--- config.mk ---
export PLATFORM = sky130hd
export DESIGN_NAME = mmio_uart_tx_flat
export DESIGN_NICKNAME = d
export VERILOG_FILES = /design/src/rtl/mmio_pkg.sv /design/src/rtl/mmio_uart_tx_if.sv /design/src/rtl/mmio_uart_tx_sync_fifo.sv /design/src/rtl/mmio_uart_tx.sv /design/src/flat_wrapper.sv
export SDC_FILE = /design/constraint.sdc
export NUM_CORES = 1
export LEC_CHECK = 0
export CORE_ASPECT_RATIO = 1.5
export CORE_UTILIZATION = 55
export DETAILED_ROUTE_END_ITERATION = 10
export DONT_BUFFER_PORTS = 1
export PLACE_DENSITY = 0.7
export SKIP_CTS_REPAIR_TIMING = 1
export SYNTH_ARGS = -nofsm -noshare
export SYNTH_HDL_FRONTEND = slang
export SYNTH_SLANG_ARGS = --single-unit
--- constraint.sdc ---
create_clock -name clk -period 13.82 [get_ports clk]
set_input_delay 2.073 -clock clk [delete_from_list [all_inputs] [get_ports clk]]
set_output_delay 2.073 -clock clk [all_outputs]
set_load 0.05 [all_outputs]
--- src/rtl/mmio_pkg.sv ---
// Shared constants and types for the memory-mapped UART transmitter.
package mmio_pkg;

  localparam logic [3:0] OFS_TXDATA  = 4'h0;
  localparam logic [3:0] OFS_STATUS  = 4'h4;
  localparam logic [3:0] OFS_BAUDDIV = 4'h8;

  localparam int ST_FULL    = 0;
  localparam int ST_EMPTY   = 1;
  localparam int ST_BUSY    = 2;
  localparam int ST_OVF     = 3;
  localparam int ST_CNT_LSB = 4;

  typedef enum logic [1:0] {IDLE, START, DATA, STOP} uart_tx_state_t;

endpackage

--- src/rtl/mmio_uart_tx_if.sv ---
// Core data-memory bus as seen by a memory-mapped peripheral.
interface mmio_uart_tx_if;
  import mmio_pkg::*;

  logic        MemWrite;
  logic [31:0] Addr;
  logic [31:0] WriteData;
  logic [31:0] RdData;
  logic        Sel;

  modport master (output MemWrite, Addr, WriteData, input RdData, Sel);
  modport slave  (input MemWrite, Addr, WriteData, output RdData, Sel);

endinterface

--- src/rtl/mmio_uart_tx_sync_fifo.sv ---
// Synchronous first-word-fall-through FIFO; a push while full succeeds when a pop shares the cycle.
module sync_fifo
  import mmio_pkg::*;
#(
  parameter int WIDTH = 8,
  parameter int DEPTH = 4
) (
  input  logic                     clk,
  input  logic                     reset,
  input  logic                     push,
  input  logic                     pop,
  input  logic [WIDTH-1:0]         din,
  output logic [WIDTH-1:0]         dout,
  output logic                     full,
  output logic                     empty,
  output logic [$clog2(DEPTH):0]   count
);
  localparam int AW = $clog2(DEPTH);
  localparam int CW = AW + 1;

  logic [WIDTH-1:0] mem [DEPTH];
  logic [AW-1:0]    wp;
  logic [AW-1:0]    rp;
  logic             do_push;
  logic             do_pop;

  assign full    = (count == CW'(DEPTH));
  assign empty   = (count == '0);
  assign do_pop  = pop & ~empty;
  assign do_push = push & (~full | do_pop);
  assign dout    = mem[rp];

  always_ff @(posedge clk or negedge reset) begin
    if (!reset) begin
      wp    <= '0;
      rp    <= '0;
      count <= '0;
    end else begin
      if (do_push) wp <= wp + AW'(1);
      if (do_pop)  rp <= rp + AW'(1);
      case ({do_push, do_pop})
        2'b10:   count <= count + CW'(1);
        2'b01:   count <= count - CW'(1);
        default: count <= count;
      endcase
    end
  end

  always_ff @(posedge clk) begin
    if (do_push) mem[wp] <= din;
  end

endmodule

--- src/rtl/mmio_uart_tx.sv ---
// Memory-mapped 8N1 UART transmitter: register window on the core data bus, TX FIFO and bit FSM.
module mmio_uart_tx
  import mmio_pkg::*;
#(
  parameter logic [31:0] BASE_ADDR    = 32'h1000_0000,
  parameter int          CLKS_PER_BIT = 16,
  parameter int          FIFO_DEPTH   = 4
) (
  input  logic          clk,
  input  logic          reset,
  mmio_uart_tx_if.slave bus,
  output logic          TxD,
  output logic          TxBusy
);
  localparam int CW = $clog2(FIFO_DEPTH) + 1;

  function automatic logic [15:0] eff_div(input logic [15:0] d);
    return (d == 16'd0) ? 16'd1 : d;
  endfunction

  logic [3:0]     reg_ofs;
  logic           wr_en;
  logic           push_req;
  logic           ovf_set;
  logic           ovf_clr;
  logic           ovf;
  logic [15:0]    bauddiv;

  logic [7:0]     fifo_dout;
  logic           fifo_full;
  logic           fifo_empty;
  logic [CW-1:0]  fifo_count;
  logic [3:0]     cnt4;
  logic           pop;

  uart_tx_state_t state, state_n;
  logic [15:0]    cnt, cnt_n;
  logic [15:0]    div_act, div_n;
  logic [2:0]     bit_idx, bit_n;
  logic [7:0]     shreg, sh_n;
  logic           bit_end;

  logic           unused_bits;
  assign unused_bits = ^{bus.Addr[1:0], bus.WriteData[31:16]};

  assign bus.Sel  = (bus.Addr[31:4] == BASE_ADDR[31:4]);
  assign reg_ofs  = {bus.Addr[3:2], 2'b00};
  assign wr_en    = bus.Sel & bus.MemWrite;
  assign push_req = wr_en & (reg_ofs == OFS_TXDATA);
  // A full FIFO still accepts the byte when the FSM pops in the same cycle.
  assign ovf_set  = push_req & fifo_full & ~pop;
  assign ovf_clr  = wr_en & (reg_ofs == OFS_STATUS) & bus.WriteData[3];
  assign cnt4     = 4'(fifo_count);

  sync_fifo #(.WIDTH(8), .DEPTH(FIFO_DEPTH)) u_fifo (
    .clk   (clk),
    .reset (reset),
    .push  (push_req),
    .pop   (pop),
    .din   (bus.WriteData[7:0]),
    .dout  (fifo_dout),
    .full  (fifo_full),
    .empty (fifo_empty),
    .count (fifo_count)
  );

  always_ff @(posedge clk or negedge reset) begin
    if (!reset) begin
      ovf     <= 1'b0;
      bauddiv <= 16'(CLKS_PER_BIT);
    end else begin
      if (wr_en && reg_ofs == OFS_BAUDDIV) bauddiv <= bus.WriteData[15:0];
      if (ovf_set)      ovf <= 1'b1;
      else if (ovf_clr) ovf <= 1'b0;
    end
  end

  always_comb begin
    bus.RdData = '0;
    if (bus.Sel) begin
      case (reg_ofs)
        OFS_STATUS: begin
          bus.RdData[ST_FULL]                   = fifo_full;
          bus.RdData[ST_EMPTY]                  = fifo_empty;
          bus.RdData[ST_BUSY]                   = TxBusy;
          bus.RdData[ST_OVF]                    = ovf;
          bus.RdData[ST_CNT_LSB+3:ST_CNT_LSB]   = cnt4;
        end
        OFS_BAUDDIV: bus.RdData[15:0] = bauddiv;
        default:     bus.RdData       = '0;
      endcase
    end
  end

  // TX bit engine: control state is reset, the shift/divisor datapath is not.
  always_ff @(posedge clk or negedge reset) begin
    if (!reset) begin
      state   <= IDLE;
      cnt     <= '0;
      bit_idx <= '0;
    end else begin
      state   <= state_n;
      cnt     <= cnt_n;
      bit_idx <= bit_n;
    end
  end

  always_ff @(posedge clk) begin
    shreg   <= sh_n;
    div_act <= div_n;
  end

  assign bit_end = (cnt == div_act - 16'd1);

  always_comb begin
    state_n = state;
    cnt_n   = cnt;
    bit_n   = bit_idx;
    sh_n    = shreg;
    div_n   = div_act;
    pop     = 1'b0;
    case (state)
      IDLE: begin
        if (!fifo_empty) begin
          pop     = 1'b1;
          sh_n    = fifo_dout;
          div_n   = eff_div(bauddiv);
          cnt_n   = '0;
          state_n = START;
        end
      end
      START: begin
        if (bit_end) begin
          cnt_n   = '0;
          bit_n   = '0;
          state_n = DATA;
        end else begin
          cnt_n = cnt + 16'd1;
        end
      end
      DATA: begin
        if (bit_end) begin
          cnt_n = '0;
          sh_n  = {1'b0, shreg[7:1]};
          if (bit_idx == 3'd7) state_n = STOP;
          else                 bit_n   = bit_idx + 3'd1;
        end else begin
          cnt_n = cnt + 16'd1;
        end
      end
      STOP: begin
        if (bit_end) begin
          cnt_n = '0;
          // Chain straight into the next frame so queued bytes leave without an idle gap.
          if (!fifo_empty) begin
            pop     = 1'b1;
            sh_n    = fifo_dout;
            div_n   = eff_div(bauddiv);
            state_n = START;
          end else begin
            state_n = IDLE;
          end
        end else begin
          cnt_n = cnt + 16'd1;
        end
      end
      default: state_n = IDLE;
    endcase
  end

  assign TxBusy = (state != IDLE);
  assign TxD    = (state == START) ? 1'b0 :
                  (state == DATA)  ? shreg[0] : 1'b1;

endmodule

--- src/flat_wrapper.sv ---
// flat-port wrapper written by rule: the top's interface ports become plain ports
module mmio_uart_tx_flat import mmio_pkg::*;
#(
  parameter logic [31:0] BASE_ADDR    = 32'h1000_0000,
  parameter int          CLKS_PER_BIT = 16,
  parameter int          FIFO_DEPTH   = 4
)
  (clk, reset, TxD, TxBusy, bus_MemWrite, bus_Addr, bus_WriteData, bus_RdData, bus_Sel);
  mmio_uart_tx_if bus_i ();
  input  logic clk;
  input  logic reset;
  output logic TxD;
  output logic TxBusy;
  input wire logic [$bits(bus_i.MemWrite)-1:0] bus_MemWrite;
  input wire logic [$bits(bus_i.Addr)-1:0] bus_Addr;
  input wire logic [$bits(bus_i.WriteData)-1:0] bus_WriteData;
  output wire logic [$bits(bus_i.RdData)-1:0] bus_RdData;
  output wire logic [$bits(bus_i.Sel)-1:0] bus_Sel;
  assign bus_i.MemWrite = bus_MemWrite;
  assign bus_i.Addr = bus_Addr;
  assign bus_i.WriteData = bus_WriteData;
  assign bus_RdData = bus_i.RdData;
  assign bus_Sel = bus_i.Sel;
  mmio_uart_tx #(.BASE_ADDR(BASE_ADDR), .CLKS_PER_BIT(CLKS_PER_BIT), .FIFO_DEPTH(FIFO_DEPTH)) u_core (.clk(clk), .reset(reset), .bus(bus_i), .TxD(TxD), .TxBusy(TxBusy));
endmodule
==> reports/qor.yml <==
cts_buffers: 9
synth_area_leader_cell: "edfxtp_1"
yosys_register_bits: 101
start_util: 0.574
drive_gt1_frac: 0.120
post-route-period-util: 0.465
overflow: 0
path_class: "in2out"
hp-class: "reg2reg"
start_kind: "input port"
max_slew.worst_pin.slew_ns: 1.04
wirelength_um: 10200
portBuffers: 0
ir_drop_mv: 0.0744
fp.dieArea_sq_mm: 0.0102
synth_area_per_cell_sq_um: 11.6
cts_num_sinks: 101
clock_latency_ns: 0.35
status: "complete, no violations"
dr.pass1.iters: 4
hold_ws_ns: 0.508
grt_max_degree: 46
grt_pass1_wl_um: 16700
final_hold_viol_count: 0
clockBufferDepth: 2
drc: 0
ios: 102
ff2ff_setup_slack_ns: 9.55
synthTopCellsByArea: "edfxtp_1 (31%), dfrtp_1 (20%), ha_1 (4.0%)"
cts_tree: "done"
fin_worst_skew_ns: 0.0106
dp_hpwl_um: 7510
gp_congestion: 0.945
cp_data_required_time_ns: 11.75
ff2ff_path_depth: 13
synth_top_area_frac: 0.313
synth_most_common_cell: "edfxtp_1"
grt_pass1_vias: 3394
total_leakage_power_nw: 2.33
rr_startpoint: "u_core.div_act[0]"
ys_seq_area_frac: 0.523
timing.fmax_ghz: 0.156
whs_path_depth: 0
fin_setup_tns_ns: 0
dieWidth_um: 82.7
syn_area_sq_mm: 0.00537
synth_edf_count: 56
viasPerCell: 6.06
ys_warn_count: 0
synthDistinctLibCells: 64
antenna_found_initial: 0
diodes: 0
r2r_end: "u_core.u_fifo.count[2]"
vias: 3406
finalSetupViolCount: 0
hold_start: "u_core.bauddiv[7]"
clk_pin_slew_ns: 0.07
grtUsageTotal: 0.221
clockRootBuffer: "clkbuf_16"
wl_per_cell_um: 18.1
powerDensity_mw_per_mm2: 105
period_minus_slack_ns: 6.43
synthArstFlopShare: 0.446
synth_cells: 465
core-area_sq_mm: 0.00936
hold_end: "u_core.div_act[7]"
first_iter_violations: 181
slew_headroom: 0.310
fp-row-count: 43
area_growth_pct: 5.47
yosys-top-cells-count: "edfxtp_1 (56), dfrtp_1 (44), nand2_1 (28)"
htree_levels: 3
cp_max_fo: 14
fp.dieH_um: 123
slew_viol_final: 0
synthFlopType: "edfxtp_1"
rsz0062_at_grt: "no"
ant_nets: 0
worst_setup_path_end_kind: "output port"
cap_violations: 0
cp.arrival_ns: 4.36
final_nets: 530
[metal layers]
layer | wire length (um) | vias to the layer above | global-route usage | part of all wire
li1 | - | 1629 | - | -
met2 | 5300 | 110 | 0.366 | 0.52
met4 | 309 | 0 | 0.0884 | 0.030
met5 | 0 | - | 0 | 0
met3 | 533 | 28 | 0.0524 | 0.052
met1 | 4030 | 1639 | 0.275 | 0.40
[critical path, cell delays in order]
cell and delay (ns):
nor4b_1 0.31, nand3_1 0.14, nor2_2 0.75, nand2_1 0.32, nor2_1 0.76
[power by group]
part           switching (mW)  internal [mW]  total [mW]  leakage (nW)
Sequential          0.0000359          0.317       0.317          1.12
Clock                   0.132          0.134       0.266         0.157
Combinational          0.0109        0.00104      0.0120          1.05
[registers in the layout, summed over array words and instances, names as in the netlist, 2 cells and up]
signal,flops
u_core.state,2
u_core.shreg,8
u_core.u_fifo.count,3
u_core.cnt,16
u_core.u_fifo.mem,32
u_core.div_act,16
u_core.bauddiv,16
u_core.bit_idx,3
u_core.u_fifo.wp,2
u_core.u_fifo.rp,2
[layout by cell type (no fill, tap or decap), types with 3 or more instances in the layout]
master and instances:
buf_4 3, and2_1 5, o22ai_1 4, o31ai_1 7, mux4_2 8, or3_1 3, xor2_1 14, mux2_2 16
nand2_1 28, o21ai_1 11, a22oi_1 7, dfrtp_1 44, mux2i_1 8, nor4_1 12, ha_1 17, nor2_1 26
o21a_1 3, nand4_1 3, and3_1 17, o21ai_0 11, conb_1 16, nand3_1 14, nand2b_1 7, nor4b_1 3
clkbuf_16 9, a22o_1 9, inv_1 21, or4_1 3, nor3_1 7, edfxtp_1 56, inv_8 3, xnor2_1 13
[final cells by class]
type | count | area (sq um)
clock buffer | 9 | 225
clock inverter | 7 | 98.8
fill | 742 | 3700
inverter | 21 | 78.8
multi-input combinational | 309 | 2290
sequential | 101 | 2810
tap | 112 | 140
timing repair buffer | 3 | 22.5
[how the worst max path moves through the flow]
stage                      to  cells after the start         start  slack (ns)
6_report        bus_RdData[3]                      5  bus_Addr[26]        7.39
5_1_grt         bus_RdData[1]                      5   bus_Addr[5]        7.25
4_1_cts         bus_RdData[3]                      5   bus_Addr[7]        7.39
3_5_place_dp    bus_RdData[3]                      5   bus_Addr[7]        7.40
3_3_place_gp    bus_RdData[6]                      5  bus_Addr[11]        7.41
2_1_floorplan  bus_RdData[10]                      5  bus_Addr[10]        7.94
[cell families after synthesis]
kind of cell / synth area share
compound gates: 0.100
xor+xnor: 0.0440
fa+ha+maj: 0.0433
buf+inv: 0.0615
flops: 0.523
mux: 0.0890
other cells: 0.000698
simple gates: 0.138
[through the flow]
stage               cell area, sq um  power [mW]  instances  setup WS [ns]  utilization
global route                    5670       0.612        562           7.25        0.605
finish                          5670       0.595        562           7.39        0.605
global placement                5340       0.335        546           7.41        0.571
detailed placement              5340       0.335        546           7.40        0.571
CTS                             5670       0.599        562           7.39        0.605
floorplan                       5430       0.339        480           7.94            -
Note: power is estimated with default switching activity, not from simulation.
